$ cat src/rtl/uart_pkg.sv
// Shared definitions for the UART transmit arbiter: FSM encoding, default limits
// and the rotating-priority pick used by the round-robin selector.
package uart_pkg;

  typedef logic [0:0] state_t;

  localparam state_t ST_IDLE  = 1'b0;
  localparam state_t ST_GRANT = 1'b1;

  localparam int DEFAULT_MAX_BURST    = 16;
  localparam int DEFAULT_IDLE_TIMEOUT = 1024;

  // Widest requester vector the picker handles; narrower users zero-extend.
  localparam int MAX_REQ = 8;
  localparam int PTR_W   = 3;

  // One-hot of the first set bit of req at or after ptr, scanning cyclically
  // over the lowest n positions. Returns zero when no bit is set.
  function automatic logic [MAX_REQ-1:0] rr_onehot(
    input logic [MAX_REQ-1:0] req,
    input logic [PTR_W-1:0]   ptr,
    input int                 n
  );
    logic [MAX_REQ-1:0] sel;
    logic               found;
    int                 idx;
    sel   = '0;
    found = 1'b0;
    for (int k = 0; k < MAX_REQ; k++) begin
      if (k < n) begin
        idx = (int'(ptr) + k) % n;
        if (!found && req[idx[PTR_W-1:0]]) begin
          sel[idx[PTR_W-1:0]] = 1'b1;
          found               = 1'b1;
        end
      end
    end
    return sel;
  endfunction

endpackage

$ cat src/rtl/uart_tx_arbiter_if.sv
// Requester-side and transmitter-side handshake bundle of the UART transmit arbiter.
// The arbiter takes the slave view; requesters, transmitter and benches take the master view.
interface uart_tx_arbiter_if #(
  parameter int NUM_REQ    = 3,
  parameter int DATA_WIDTH = 8
);

  logic [NUM_REQ-1:0]            req_valid;
  logic [NUM_REQ*DATA_WIDTH-1:0] req_data;
  logic [NUM_REQ-1:0]            req_last;
  logic [NUM_REQ-1:0]            req_ready;

  logic                          tx_valid;
  logic                          tx_ready;
  logic [DATA_WIDTH-1:0]         tx_data;

  logic [NUM_REQ-1:0]            grant;
  logic                          busy;

  modport master (
    output req_valid, req_data, req_last, tx_ready,
    input  req_ready, tx_valid, tx_data, grant, busy
  );

  modport slave (
    input  req_valid, req_data, req_last, tx_ready,
    output req_ready, tx_valid, tx_data, grant, busy
  );

endinterface

$ cat src/rtl/uart_tx_arbiter_rr_select.sv
// Combinational round-robin picker: first requester at or after ptr, cyclically.
// Generic over the vector width so other shared resources can reuse it.
module rr_select
  import uart_pkg::*;
#(
  parameter int NUM_REQ = 3,
  parameter int IDX_W   = (NUM_REQ > 1) ? $clog2(NUM_REQ) : 1
) (
  input  logic [NUM_REQ-1:0] req,
  input  logic [IDX_W-1:0]   ptr,
  output logic [NUM_REQ-1:0] grant,
  output logic [IDX_W-1:0]   idx,
  output logic               any
);

  logic [MAX_REQ-1:0] req_ext;
  logic [MAX_REQ-1:0] pick;

  // NOTE: every variable gets a default at the top of always_comb so no path leaves it unassigned (no latch).
  always_comb begin
    req_ext              = '0;
    req_ext[NUM_REQ-1:0] = req;
    pick  = rr_onehot(req_ext, PTR_W'(ptr), NUM_REQ);
    grant = pick[NUM_REQ-1:0];
    any   = |pick;
    idx   = '0;
    for (int i = 0; i < MAX_REQ; i++) begin
      if (pick[i]) idx = IDX_W'(i);
    end
  end

endmodule

$ cat src/rtl/uart_tx_arbiter.sv
// Round-robin arbiter sharing one UART transmitter among NUM_REQ byte streams.
// A grant is held for a whole packet, bounded by MAX_BURST bytes and an idle timeout.
module uart_tx_arbiter
  import uart_pkg::*;
#(
  parameter int NUM_REQ      = 3,
  parameter int DATA_WIDTH   = 8,
  parameter int MAX_BURST    = DEFAULT_MAX_BURST,
  parameter int IDLE_TIMEOUT = DEFAULT_IDLE_TIMEOUT
) (
  input logic             pclk,
  input logic             prstn,
  uart_tx_arbiter_if.slave bus
);

  localparam int IDX_W   = (NUM_REQ > 1) ? $clog2(NUM_REQ) : 1;
  localparam int BURST_W = $clog2(MAX_BURST + 1);
  localparam int IDLE_W  = $clog2(IDLE_TIMEOUT + 1);

  localparam logic [BURST_W-1:0] BURST_LAST = BURST_W'(MAX_BURST - 1);
  localparam logic [IDLE_W-1:0]  IDLE_LAST  = IDLE_W'(IDLE_TIMEOUT - 1);
  localparam logic [IDLE_W-1:0]  IDLE_SAT   = IDLE_W'(IDLE_TIMEOUT);
  localparam logic [IDX_W-1:0]   LAST_IDX   = IDX_W'(NUM_REQ - 1);

  state_t               state;
  logic [NUM_REQ-1:0]   grant_q;
  logic [IDX_W-1:0]     owner;
  logic [IDX_W-1:0]     rr_ptr;
  logic [BURST_W-1:0]   burst_cnt;
  logic [IDLE_W-1:0]    idle_cnt;

  logic [NUM_REQ-1:0]   pick_grant;
  logic [IDX_W-1:0]     pick_idx;
  logic                 pick_any;

  logic                 active;
  logic                 own_valid;
  logic                 own_last;
  logic [DATA_WIDTH-1:0] own_data;
  logic                 xfer;
  logic                 release_now;
  logic [IDX_W-1:0]     next_ptr;

  rr_select #(
    .NUM_REQ (NUM_REQ),
    .IDX_W   (IDX_W)
  ) u_rr_select (
    .req   (bus.req_valid),
    .ptr   (rr_ptr),
    .grant (pick_grant),
    .idx   (pick_idx),
    .any   (pick_any)
  );

  always_comb begin
    own_data = '0;
    for (int i = 0; i < NUM_REQ; i++) begin
      if (grant_q[i]) own_data = bus.req_data[i*DATA_WIDTH +: DATA_WIDTH];
    end
  end

  // Outputs are gated by prstn so a byte can never complete on the reset edge.
  assign active    = prstn && (state == ST_GRANT);
  assign own_valid = |(bus.req_valid & grant_q);
  assign own_last  = |(bus.req_last & grant_q);

  assign bus.tx_valid  = active && own_valid;
  assign bus.tx_data   = active ? own_data : '0;
  assign bus.req_ready = active ? (grant_q & {NUM_REQ{bus.tx_ready}}) : '0;
  assign bus.grant     = active ? grant_q : '0;
  assign bus.busy      = active;

  assign xfer        = bus.tx_valid && bus.tx_ready;
  assign release_now = active &&
                       ((xfer && (own_last || (burst_cnt == BURST_LAST))) ||
                        (!own_valid && (idle_cnt == IDLE_LAST)));
  assign next_ptr    = (owner == LAST_IDX) ? '0 : owner + IDX_W'(1);

  // NOTE: sequential state uses non-blocking assignments so all registers update together at the edge.
  always_ff @(posedge pclk) begin
    if (!prstn) begin
      state     <= ST_IDLE;
      grant_q   <= '0;
      owner     <= '0;
      rr_ptr    <= '0;
      burst_cnt <= '0;
      idle_cnt  <= '0;
    end else if (state == ST_IDLE) begin
      if (pick_any) begin
        state   <= ST_GRANT;
        grant_q <= pick_grant;
        owner   <= pick_idx;
      end
    end else if (release_now) begin
      state     <= ST_IDLE;
      grant_q   <= '0;
      rr_ptr    <= next_ptr;
      burst_cnt <= '0;
      idle_cnt  <= '0;
    end else begin
      if (xfer) burst_cnt <= burst_cnt + BURST_W'(1);
      if (own_valid) begin
        idle_cnt <= '0;
      end else if (idle_cnt != IDLE_SAT) begin
        idle_cnt <= idle_cnt + IDLE_W'(1);
      end
    end
  end

  a_grant_onehot : assert property (@(posedge pclk) disable iff (!prstn)
    (state == ST_GRANT) |-> $onehot(grant_q));

  a_idle_no_grant : assert property (@(posedge pclk) disable iff (!prstn)
    (state == ST_IDLE) |-> (grant_q == '0));

  a_burst_bound : assert property (@(posedge pclk) disable iff (!prstn)
    burst_cnt < BURST_W'(MAX_BURST));

endmodule
$ cat src/flat_wrapper.sv
// flat-port wrapper written by rule: the top's interface ports become plain ports
module uart_tx_arbiter_flat import uart_pkg::*;
#(
  parameter int NUM_REQ      = 3,
  parameter int DATA_WIDTH   = 8,
  parameter int MAX_BURST    = DEFAULT_MAX_BURST,
  parameter int IDLE_TIMEOUT = DEFAULT_IDLE_TIMEOUT
)
  (pclk, prstn, bus_req_valid, bus_req_data, bus_req_last, bus_tx_ready, bus_req_ready, bus_tx_valid, bus_tx_data, bus_grant, bus_busy);
  uart_tx_arbiter_if #(.NUM_REQ(NUM_REQ), .DATA_WIDTH(DATA_WIDTH)) bus_i ();
  input logic pclk;
  input logic prstn;
  input wire logic [$bits(bus_i.req_valid)-1:0] bus_req_valid;
  input wire logic [$bits(bus_i.req_data)-1:0] bus_req_data;
  input wire logic [$bits(bus_i.req_last)-1:0] bus_req_last;
  input wire logic [$bits(bus_i.tx_ready)-1:0] bus_tx_ready;
  output wire logic [$bits(bus_i.req_ready)-1:0] bus_req_ready;
  output wire logic [$bits(bus_i.tx_valid)-1:0] bus_tx_valid;
  output wire logic [$bits(bus_i.tx_data)-1:0] bus_tx_data;
  output wire logic [$bits(bus_i.grant)-1:0] bus_grant;
  output wire logic [$bits(bus_i.busy)-1:0] bus_busy;
  assign bus_i.req_valid = bus_req_valid;
  assign bus_i.req_data = bus_req_data;
  assign bus_i.req_last = bus_req_last;
  assign bus_i.tx_ready = bus_tx_ready;
  assign bus_req_ready = bus_i.req_ready;
  assign bus_tx_valid = bus_i.tx_valid;
  assign bus_tx_data = bus_i.tx_data;
  assign bus_grant = bus_i.grant;
  assign bus_busy = bus_i.busy;
  uart_tx_arbiter #(.NUM_REQ(NUM_REQ), .DATA_WIDTH(DATA_WIDTH), .MAX_BURST(MAX_BURST), .IDLE_TIMEOUT(IDLE_TIMEOUT)) u_core (.pclk(pclk), .prstn(prstn), .bus(bus_i));
endmodule
$ cat config.mk
export PLATFORM = sky130hd
export DESIGN_NAME = uart_tx_arbiter_flat
export DESIGN_NICKNAME = d
export VERILOG_FILES = /design/src/rtl/uart_pkg.sv /design/src/rtl/uart_tx_arbiter_if.sv /design/src/rtl/uart_tx_arbiter_rr_select.sv /design/src/rtl/uart_tx_arbiter.sv /design/src/flat_wrapper.sv
export SDC_FILE = /design/constraint.sdc
export NUM_CORES = 1
export LEC_CHECK = 0
export BUFFER_PORTS_ARGS = -buffer_cell sky130_fd_sc_hd__buf_2
export CAP_MARGIN = 20
export CORE_ASPECT_RATIO = 0.5
export CORE_UTILIZATION = 50
export DETAILED_ROUTE_END_ITERATION = 12
export PLACE_DENSITY_LB_ADDON = 0.05
export SYNTH_ARGS = -nofsm -noshare
export SYNTH_HDL_FRONTEND = slang
export SYNTH_HIERARCHICAL = 1
export SYNTH_SLANG_ARGS = --single-unit
$ cat constraint.sdc
create_clock -name pclk -period 4.23 [get_ports pclk]
set_input_delay 0.846 -clock pclk [delete_from_list [all_inputs] [get_ports pclk]]
set_output_delay 0.846 -clock pclk [all_outputs]
set_load 0.01 [all_outputs]
==> impl_metrics.ini <==
[global_route]
grt_max_degree = 23
grt-ovfl-total = 0
busiest_layer = met2
antenna_found_initial = 0
gr-usage-all-layers_pct = 22.5
grt_pass1_vias = 1647
use_met3_pct = 4.29
met1_usage_pct = 29.9
grt.met2_usage_pct = 39.5
grt_pass1_wl_um = 7420

[clocking]
cts_hold_buf = 0
cts-buffers-inserted = 3
path_clk_slew_ps = 80
cts_resized = 0
tritoncts = done
clockBufferDepth = 2
cts_root_buf = clkbuf_8
clock-sinks = 24
cts_setup_buffers = 0
cts_max_level = 1
worstSkewPairLatency_ps = 260

[critical_path]
cp_common_cell = buf_2
cp_max_fo = 22
arrival_ps = 2020
critical_path_class = in2out
cp.required_ps = 3380
cp_slowest_stage_delay_ps = 340
crit_buf_inv = 3
cpMaxStageDelayCell = nand2_1
worstSetupStartpointType = primary input
crit_chain = buf_2 > nand2_1 > inv_1 > and3_1 > buf_2
crit_family = buffers and inverters
worstSetupEndpointType = output pin

[run]
timing.max_cap.violations = 0

[sta]
period_share_pct = 67.7
fin_skew_ps = 3.49
fmax_ghz = 0.349
slew_headroom_pct = 53.5
tightest_slew_ps = 693
grt_setup_unrepaired = no
setup_viol = 0
fin_tns_setup_ps = 0
hold_viol_final = 0
slew_viol_final = 0
period_minus_slack_ps = 2860
final.setup.worst_slack_ps = 1370

[cells_and_area]
area_growth_pct = 15.3
antenna_cells = 0
drive_above_1_share_pct = 24.1
final_cell_mix = buf_2 (48), dfxtp_1 (24), nand2_1 (22)
layout_commonest_cell = buf_2
fin_area_mm2 = 0.00224
fin_util_pct = 62.8
fin_nets = 332

[yosys]
async_flop_share_pct = 0
ys_types = 60
avgSynthCellArea_um2 = 7.92
synthFlopType = dfxtp_1
synth-warning-count = 6
seq_area_frac_synth_pct = 24.8
syn_nets = 290
synth_enable_flop_cells = 0
syn-instance-count = 245
synthesis.area_mm2 = 0.00194
ys_ff_latch = 24

[routing]
drt_iter0_markers = 85
ant_nets = 0
firstDrtPassIters = 4
routed_wl_um = 4650
route.detailed.drc = 0
via_count = 1966
wl_per_cell_um = 13.8
via_per_inst = 5.83

[placed_design]
pre_cts_slack_ps = 1360
dpl.hpwl_um = 3460
gp_congestion = 0.856
place_area_mm2 = 0.00218
portBuffers = 48

[floorplanning]
row_count = 15
initial_utilization_pct = 54.4
die_area_mm2 = 0.00415
dieHeight_um = 46.1
coreArea_mm2 = 0.00357
ios = 49
die_x_um = 90.1

[hold_path]
hold_path.class = reg2reg

[power]
power_mw = 0.490
power_leakage_nw = 0.916
ir_worst_vdd_mv = 0.121
powerDensity_mw_per_mm2 = 219

[status]
outcome = completed
==> per-stage QoR <==
| step | hold slack, ps | std cells |
|---|---|---|
| floorplan | 440 | 245 |
| global placement | 449 | 333 |
| detailed placement | 452 | 333 |
| CTS | 464 | 337 |
| global route | 506 | 337 |
| finish | 464 | 337 |
==> logic make-up (layout without fill, tap and decap cells) <==
logic type / Yosys count / count (layout) / synth area share [%]
simple gates: 116 / 116 / 34.6
flops: 24 / 24 / 24.8
mux: 4 / 4 / 2.06
compound gates: 60 / 60 / 23.0
fa+ha+maj: 12 / 12 / 7.74
buf+inv: 25 / 66 / 6.06
xor+xnor: 4 / 4 / 1.81
==> state kept, by name, summed over array words and instances, names as in the netlist <==
signal / count
u_core/burst_cnt: 5
u_core/grant_q: 3
u_core/state: 1
u_core/owner: 2
u_core/rr_ptr: 2
u_core/idle_cnt: 11
==> worst reg2reg max path: stages (launching register included) <==
cell	delay [ps]
dfxtp_1	440
inv_1	130
ha_1	320
or2b_2	330
xnor2_1	160
or3_4	410
a211oi_2	300
nand4b_1	170
nand2_1	210
nand3_1	90
o21ai_0	170
==> path summary, 6_finish.rpt <==
kind,cells after the start,endpoint,slack [ps],startpoint
setup / recovery,5,bus_req_ready[0],1370,prstn
setup reg to reg,10,u_core/grant_q[1]$_SDFFE_PN0P_,1410,u_core/rr_ptr[0]$_SDFFE_PN0P_
hold reg to reg,2,u_core/owner[1]$_SDFFE_PN0P_,460,u_core/owner[1]$_SDFFE_PN0P_
hold / removal,2,u_core/owner[1]$_SDFFE_PN0P_,460,u_core/owner[1]$_SDFFE_PN0P_
==> cell type report <==
| type | instances | area [um2] |
|---|---|---|
| Multi-Input combinational cell | 196 | 1340 |
| Tap cell | 51 | 63.8 |
| Clock buffer | 4 | 55.1 |
| Fill cell | 308 | 1330 |
| Timing Repair Buffer | 49 | 248 |
| Sequential cell | 24 | 480 |
| Inverter | 13 | 48.8 |
==> Yosys cell counts, types with 2 or more instances <==
master	instances	area (um2)
nor3_1	17	85.1
buf_6	2	22.5
nor2_1	12	45.0
a22oi_1	3	22.5
nor2b_1	13	81.3
nor4_1	7	43.8
nand2_1	22	82.6
a31oi_1	2	12.5
and3_1	7	43.8
dfxtp_1	24	480
a21oi_1	12	60.1
mux2i_1	4	40.0
ha_1	12	150
or3_1	3	18.8
clkbuf_1	7	26.3
xnor2_1	4	35.0
a221oi_1	8	70.1
o21a_1	4	30.0
buf_4	2	15.0
nand3b_1	3	22.5
a211oi_2	3	37.5
nand4_1	4	25.0
nor3b_1	2	15.0
nand3_1	12	60.1
nand4b_1	2	17.5
o21ai_0	10	50.1
inv_1	11	41.3
==> power by group <==
| group | switching, mW | internal [mW] |
|---|---|---|
| clock | 0.0710 | 0.0830 |
| combinational | 0.0531 | 0.0387 |
| sequential | 0.0129 | 0.231 |
| total | 0.137 | 0.353 |
==> layer usage <==
layer / vias to the layer above / routed length, um
li1: 998 / -
met2: 59 / 2100
met5: - / 0
met3: 2 / 279
met4: 0 / 14
met1: 907 / 2260
No activity file was read; power rests on OpenSTA's default activity.
